===== src/rtl/addsub_seq.sv =====
// rtl/addsub_seq.sv - iterative slice-serial binary/packed-BCD add/subtract unit
module addsub_seq #(
   parameter int WIDTH = 16,
   parameter int SLICE = 4
) (
   input  logic             clk,
   input  logic             reset,
   input  logic             start,
   input  logic             sub,
   input  logic             dec,
   input  logic [WIDTH-1:0] a,
   input  logic [WIDTH-1:0] b,
   input  logic             cin,
   output logic             busy,
   output logic             done,
   output logic [WIDTH-1:0] result,
   output logic [7:0]       flags
);

   localparam int STEPS  = WIDTH / SLICE;
   localparam int DIGITS = SLICE / 4;
   localparam int IW     = (STEPS > 1) ? $clog2(STEPS) : 1;

   typedef enum logic [1:0] {IDLE, RUN, DONE} state_t;

   state_t           state, state_nx;
   logic [WIDTH-1:0] a_r, b_r, acc, word;
   logic             sub_r, dec_r, carry;
   logic [IW-1:0]    idx;
   logic [SLICE-1:0] a_k, b_k, s_k;
   logic [SLICE:0]   bsum;
   logic [4:0]       t;
   logic [3:0]       dig;
   logic             c, c_out, v_k, accept, last;

   // Slice arithmetic: binary sum for V, nibble chain for the (optionally BCD-corrected) digits
   always_comb begin
      a_k   = a_r[int'(idx)*SLICE +: SLICE];
      b_k   = sub_r ? ~b_r[int'(idx)*SLICE +: SLICE] : b_r[int'(idx)*SLICE +: SLICE];
      bsum  = {1'b0, a_k} + {1'b0, b_k} + {{SLICE{1'b0}}, carry};
      // V is carry-in XOR carry-out of the slice MSB, always from the uncorrected sum
      v_k   = bsum[SLICE] ^ (a_k[SLICE-1] ^ b_k[SLICE-1] ^ bsum[SLICE-1]);
      c     = carry;
      s_k   = '0;
      t     = '0;
      dig   = '0;
      for (int n = 0; n < DIGITS; n++) begin
         t   = {1'b0, a_k[4*n +: 4]} + {1'b0, b_k[4*n +: 4]} + {4'b0000, c};
         dig = t[3:0];
         if (!dec_r) begin
            c = t[4];
         end else if (!sub_r) begin
            if (t > 5'd9) begin
               dig = t[3:0] + 4'd6;
               c   = 1'b1;
            end else begin
               c   = 1'b0;
            end
         end else begin
            if (!t[4]) begin
               dig = t[3:0] - 4'd6;
               c   = 1'b0;
            end else begin
               c   = 1'b1;
            end
         end
         s_k[4*n +: 4] = dig;
      end
      c_out = c;
   end

   // Full word with the current slice merged in, so the last step can publish it directly
   always_comb begin
      word = acc;
      word[int'(idx)*SLICE +: SLICE] = s_k;
   end

   // Next-state and handshake outputs
   always_comb begin
      state_nx = state;
      accept   = 1'b0;
      last     = (idx == IW'(STEPS - 1));
      case (state)
         IDLE: begin
            if (start) begin
               accept   = 1'b1;
               state_nx = RUN;
            end
         end
         RUN: begin
            if (last) state_nx = DONE;
         end
         DONE: begin
            if (start) begin
               accept   = 1'b1;
               state_nx = RUN;
            end else begin
               state_nx = IDLE;
            end
         end
         default: state_nx = IDLE;
      endcase
      busy = (state == RUN);
      done = (state == DONE);
   end

   // State, operand latches, slice accumulation and completion capture
   always_ff @(posedge clk) begin
      if (reset) begin
         state  <= IDLE;
         idx    <= '0;
         a_r    <= '0;
         b_r    <= '0;
         sub_r  <= 1'b0;
         dec_r  <= 1'b0;
         carry  <= 1'b0;
         acc    <= '0;
         result <= '0;
         flags  <= 8'h00;
      end else begin
         state <= state_nx;
         if (accept) begin
            a_r   <= a;
            b_r   <= b;
            sub_r <= sub;
            dec_r <= dec;
            carry <= cin;
            idx   <= '0;
            acc   <= '0;
         end else if (state == RUN) begin
            acc   <= word;
            carry <= c_out;
            idx   <= last ? '0 : idx + 1'b1;
            if (last) begin
               result <= word;
               flags  <= {word[WIDTH-1], v_k, 4'b0000, (word == '0), c_out};
            end
         end
      end
   end

endmodule


===== config.mk =====
export PLATFORM = sky130hd
export DESIGN_NAME = addsub_seq
export DESIGN_NICKNAME = d
export VERILOG_FILES = /design/src/rtl/addsub_seq.sv
export SDC_FILE = /design/constraint.sdc
export NUM_CORES = 1
export LEC_CHECK = 0
export ABC_AREA = 1
export CAP_MARGIN = 20
export CORE_ASPECT_RATIO = 0.6
export CORE_MARGIN = 5
export CORE_UTILIZATION = 53
export CTS_BUF_LIST = sky130_fd_sc_hd__clkbuf_16
export DETAILED_ROUTE_END_ITERATION = 16
export PLACE_DENSITY_LB_ADDON = 0.25
export SKIP_CTS_REPAIR_TIMING = 1
export SLEW_MARGIN = 20
export SYNTH_ARGS = -nofsm -noshare
export SYNTH_HDL_FRONTEND = slang
export SYNTH_SLANG_ARGS = --single-unit

===== constraint.sdc =====
create_clock -name clk -period 4.99 [get_ports clk]
set_input_delay 0.998 -clock clk [delete_from_list [all_inputs] [get_ports clk]]
set_output_delay 0.998 -clock clk [all_outputs]
set_load 0.02 [all_outputs]

* After elaboration in Yosys (flattened, before gate mapping)
Index checks and enable logic that the tools add are counted.
** Cells by class
- Order comparisons :: 1
- $add $sub $neg :: 6
- Muxes and demuxes :: 19
- Eq/ne operators :: 5
- Div/mod/pow operators :: 0
- Shift-type cells :: 4
- Reduce and logical (&&, ||, !) cells :: 7
- Multiply operators :: 0
- Bitwise operators :: 5
** Operators with widths (count)
- $neg 4->33 :: 1
- $shift 4x33->16 const A :: 1
- $shiftx 4x33->16 :: 1
- $shiftx 16x5->4 :: 2
- $mux 4 :: 5
- $bwmux 16 :: 1
- $logic_not 16->1 :: 1
- $mux 1 :: 9
- $mux 2 :: 3
- $pmux 2 s3 :: 1
- $add 4x4->5 :: 1
- $add 5x1->5 :: 1
- $gt 5x4->1 const B :: 1
- $add 4x3->4 const B :: 1
- $eq 2x2->1 const B :: 2
- $not 4->4 :: 1
- $reduce_or 2->1 :: 2
- $sub 4x3->4 const B :: 1
- $reduce_and 3->1 :: 1
- $xor 1x1->1 :: 3
- $add 2x1->2 const B :: 1
- $eq 2x1->1 const B :: 1
- $logic_not 2->1 :: 1
- $ne 2x1->1 const B :: 1
- 4 further kinds :: 4
** Storage, ports and cells
- Bits in read-only memories :: 0
- Output and inout bits :: 26
- Flip-flop bits (word level) :: 75
- Latch bits :: 0
- Bits of input ports :: 38
- Logic and storage cells :: 57
- Memory bits (writable) :: 0
- Memories kept :: 0

* Depth between registers and ports, before layout
- Word-level depth :: 12
- Depth in mapped cells :: 26

* Least setup slack after synthesis
No wires, ideal clock.
- Kind :: register to register
- Start point :: register idx[0]
- End point :: register flags[1]
- Clock period less this slack :: 3.622 ns
- Setup time :: 0.066 ns
- Buffers on the path :: 2
- Arrival time :: 3.556 ns
- Data required time :: 4.924 ns
- Stages on the path, launching flop included :: 24
- Slack :: 1.368 ns
- Cells stage by stage :: dfxtp_1 > inv_1 > clkbuf_1 > clkbuf_1 > nand2_1 > a32o_1 > fa_1 > inv_2 > fa_1 > inv_1 > ha_1 > nand2_1 > a21boi_2 > nand2_2 > nand3_2 > nand3_1 > nand2_1 > nand2_1 > nor2_2 > a21oi_2 > nand2_1 > nor2_1 > nand3_1 > a21oi_2
** Between the ends
- Longest elaborated chain between the ends :: 12
- Elaborated cells on any way between the ends :: 20
- Classes of those cells :: add/sub: 5; order compare: 1; eq/ne: 1; shift: 4; mux: 6; bitwise: 1; reduce/logical: 2
** Ends and longest elaborated chain
- start, declared :: RTL line 29 : logic [IW-1:0] idx;
- start signal, assigned :: RTL line 133 : idx <= last ? '0 : idx + 1'b1;
- $shiftx 16x5->4 :: RTL line 39 : b_k = sub_r ? ~b_r[int'(idx)*SLICE +: SLICE] : b_r[int'(idx)*SLICE +: SLICE];
- $not 4->4 :: RTL line 39
- $mux 4 :: RTL line 39
- $add 4x4->5 :: RTL line 48 : t = {1'b0, a_k[4*n +: 4]} + {1'b0, b_k[4*n +: 4]} + {4'b0000, c};
- $add 5x1->5 :: RTL line 48
- $add 4x3->4, or another cell as far along :: RTL line 54 : dig = t[3:0] + 4'd6;
- $mux 4, on equally long branches :: RTL line 53, 60
- $mux 4 :: RTL line 52 : end else if (!sub_r) begin
- $mux 4 :: RTL line 50 : if (!dec_r) begin
- $shiftx 4x33->16 :: RTL line 75 : word[int'(idx)*SLICE +: SLICE] = s_k;
- $bwmux 16 :: RTL line 75
- $logic_not 16->1 :: RTL line 136 : flags <= {word[WIDTH-1], v_k, 4'b0000, (word == '0), c_out};
- end signal, assigned :: RTL line 136
- end, declared :: RTL line 17 : output logic [7:0] flags
Several ways; a longest one is shown, not always the timed one.
A chain may end at the register's enable or synchronous reset.

* Final worst setup path
- Start point :: register idx[1]
- End point :: register flags[1]
The elaborated chain is that of the path after synthesis.

==> flow_summary_export.csv <==
group,metric,value,unit
status,outcome,"finished clean",
clocking,numCtsBuffers,9,
critical_path,cp_max_fo,13,
die,row_count,23,
logic_synthesis,synth-async-reset-ratio,0,%
place,dp_hpwl,7233,um
timing,final_hold_viol_count,0,
route,drt_iter0_drc,399,
power_and_ir_drop,max-vdd-ir-drop,278.7,uV
place,gp_congestion,0.9109,
route,drc,0,
clocking,clock_latency,0.33,ns
logic_synthesis,ys_top_cells_by_area,"dfxtp_1 (40%), nor2_1 (11%), o21ai_0 (9.9%)",
clocking,clk_pin_slew,0.06,ns
route,routed_wl,9820,um
critical_path,end_kind,"flop",
logic_synthesis,ys_dominant_reg_cell,"dfxtp_1",
critical_path,worst-r2r-cell-count,22,
logic_synthesis,synth_seq_cells,74,
route,final_antenna_net_count,0,
timing,setup_viol,0,
logic_synthesis,synth_cell_types,39,
timing,finalClockSkew,0.009391,ns
route,via_count,3587,
timing,fmax,258.4,MHz
logic_synthesis,synth_top_area_share,39.78,%
die,io_pins,64,
logic_synthesis,synth_edf_count,0,
power_and_ir_drop,p_leak,2.141,nW
global_routing,grt_pass1_vias,3198,
global_routing,track_usage,23.08,%
die,core_area,6763,sq um
critical_path,r2r-start,"idx[1]",
logic_synthesis,yosys_warnings,0,
route,dr.pass1.iters,5,
global_routing,grt_max_degree,39,
clocking,clock-sinks,74,
die,die_h,74.93,um
layout,num-nets-final,625,
logic_synthesis,synth_top_area_cell,"dfxtp_1",
hold_path,hold_path.class,"reg2reg",
place,io_buffers,59,
die,die_x,118.2,um
logic_synthesis,syn_avg_cell_area,7.106,sq um
critical_path,start_kind,"flop",
critical_path,worstSetupPathType,"reg2reg",
flow_run,drv_cap,0,
global_routing,grt_overflow,0,
die,die-area,8857,sq um
route,via_per_inst,5.386,
critical_path,cp.arrival,4.14,ns
timing,min_period,3.871,ns
clocking,cts_max_path_buffers,2,
timing,fin_crit_sh,77.57,%
critical_path,r2r-end,"flags[1]",
route,wl_per_cell,14.74,um
place,dp.cells,650,
critical_path,critPathRequiredTime,5.26,ns
timing,rsz0062_at_grt,"false",
logic_synthesis,synth_common_cells,"nor2_1 (107), dfxtp_1 (74), o21ai_0 (74)",
layout,final_cells,666,
clocking,cts_tree,"done",
layout,area_growth,24.83,%
critical_path,r2r_slack,1.12,ns
logic_synthesis,postSynthCellCount,524,
layout,drive_above_1_share,8.636,%
timing,slew_headroom,47.27,%
logic_synthesis,seq_area_frac_synth,39.78,%
global_routing,grt_pass1_wl,16260,um
clocking,cts-root-buf,"clkbuf_16",
global_routing,grt_antenna_before_repair,0,
timing,max_slew.worst_pin.slew,0.7900,ns
logic_synthesis,synth.most_common_cell,"nor2_1",
timing,maxSlewViolCount,0,
hold_path,holdPathStages,2,
timing,fin_hold_ws,0.4781,ns
timing,fin_setup_tns,0,ns
die,initial_utilization,55.06,%
hold_path,worstHoldStart,"b_r[7]",
power_and_ir_drop,powerDensity,368.3,nW/um^2
clocking,h-tree-depth,3,
layout,fillers,559,
layout,n_antenna_cell,0,
hold_path,holdPathEnd,"b_r[7]",
logic_synthesis,synth_area,3724,sq um
## through the flow
step                      setup WS [ns]  cell area [sq um]  power, mW  util [%]
after floorplan                   1.368               3735     0.9584         -
after global placement            1.440               4354      1.064     64.38
after detailed placement          1.200               4354      1.077     64.38
after CTS                         1.164               4648      1.712     68.73
after global routing             0.7175               4648      1.804     68.73
final                             1.119               4648      1.712     68.73
## state kept, by name, summed over array words and instances, names as in the netlist, 2 cells and up
signal and cells:
state 2, acc 16, flags 3, a_r 16, idx 2, result 16
b_r 16
## cell usage in the layout, fill, tap and decap left out, types with 2 or more instances in the layout
cell and count:
nor2_1 107, o21ai_0 74, dfxtp_1 74, inv_1 68, clkdlybuf4s50_1 59, nand2_1 50
a21oi_1 15, nand3_1 13, o211ai_1 12, nand2_2 11, ha_1 11, o22ai_1 9
clkbuf_16 9, buf_4 7, o21bai_1 6, nand4_1 6, xor2_1 4, clkinv_1 4
nor2_2 4, conb_1 4, inv_2 3, nand3_2 3, o21a_1 3, clkinvlp_4 3
a21oi_2 2, a31oi_1 2, fa_1 2
## per-layer routing
layer / global-route usage, % / routed length [um]
met1: 34.54 / 5002
met2: 31.53 / 3752
met3: 7.357 / 946
met4: 6.743 / 118
met5: 0 / 0
## cells by family (layout without fill, tap and decap cells)
| kind of cell | Yosys count | count (layout) | synth area share [%] |
|---|---|---|---|
| AOI/OAI and AO/OA | 130 | 130 | 20.53 |
| xor gates and xnor gates | 4 | 4 | 0.9408 |
| DFF | 74 | 74 | 39.78 |
| other | 1 | 4 | 0.1007 |
| muxes | 1 | 1 | 0.2688 |
| adders and majority gates | 13 | 13 | 4.771 |
| and+or+nand+nor | 198 | 198 | 22.68 |
| buffers and inverters | 103 | 155 | 10.92 |
## power by group
| part | internal [mW] | switching, mW |
|---|---|---|
| logic | 0.154 | 0.274 |
| clock network | 0.385 | 0.251 |
| registers | 0.625 | 0.0220 |
## layout make-up
type / instances / area, sq um / share of cell area, %
Multi-Input combinational cell: 350 / 1847 / 39.73
Sequential cell: 74 / 1481 / 31.87
Timing Repair Buffer: 66 / 643.1 / 13.84
Inverter: 73 / 274.0 / 5.895
Clock buffer: 9 / 225.2 / 4.845
Tap cell: 87 / 108.9 / 2.342
Clock inverter: 7 / 68.82 / 1.480
## critical path, stage by stage, from the launching register on
cell and delay [ns]:
dfxtp_1 0.52, inv_1 0.28, o21ai_0 0.16, o22ai_1 0.11, xor2_1 0.16, fa_1 0.39, inv_2 0.09, fa_1 0.48
inv_1 0.11, ha_1 0.16, nand2_1 0.06, a21boi_2 0.16, nand2_2 0.09, nand3_2 0.10, nand3_1 0.10, nand2_1 0.05
nand2_1 0.08, nor2_2 0.06, a21oi_2 0.18, nand2_1 0.07, nor2_1 0.16, nand3_1 0.11, a21oi_2 0.13
## worst max path at each step
stage	from	to	slack, ns	cells after the start
final	idx[1]	flags[1]	1.12	22
after floorplan	idx[0]	flags[1]	1.37	23
after global placement	idx[0]	flags[1]	1.44	22
after CTS	idx[1]	flags[1]	1.16	22
after global routing	idx[1]	flags[1]	0.72	22
after detailed placement	idx[1]	flags[1]	1.20	22
Note: power is estimated with default switching activity, not from simulation.
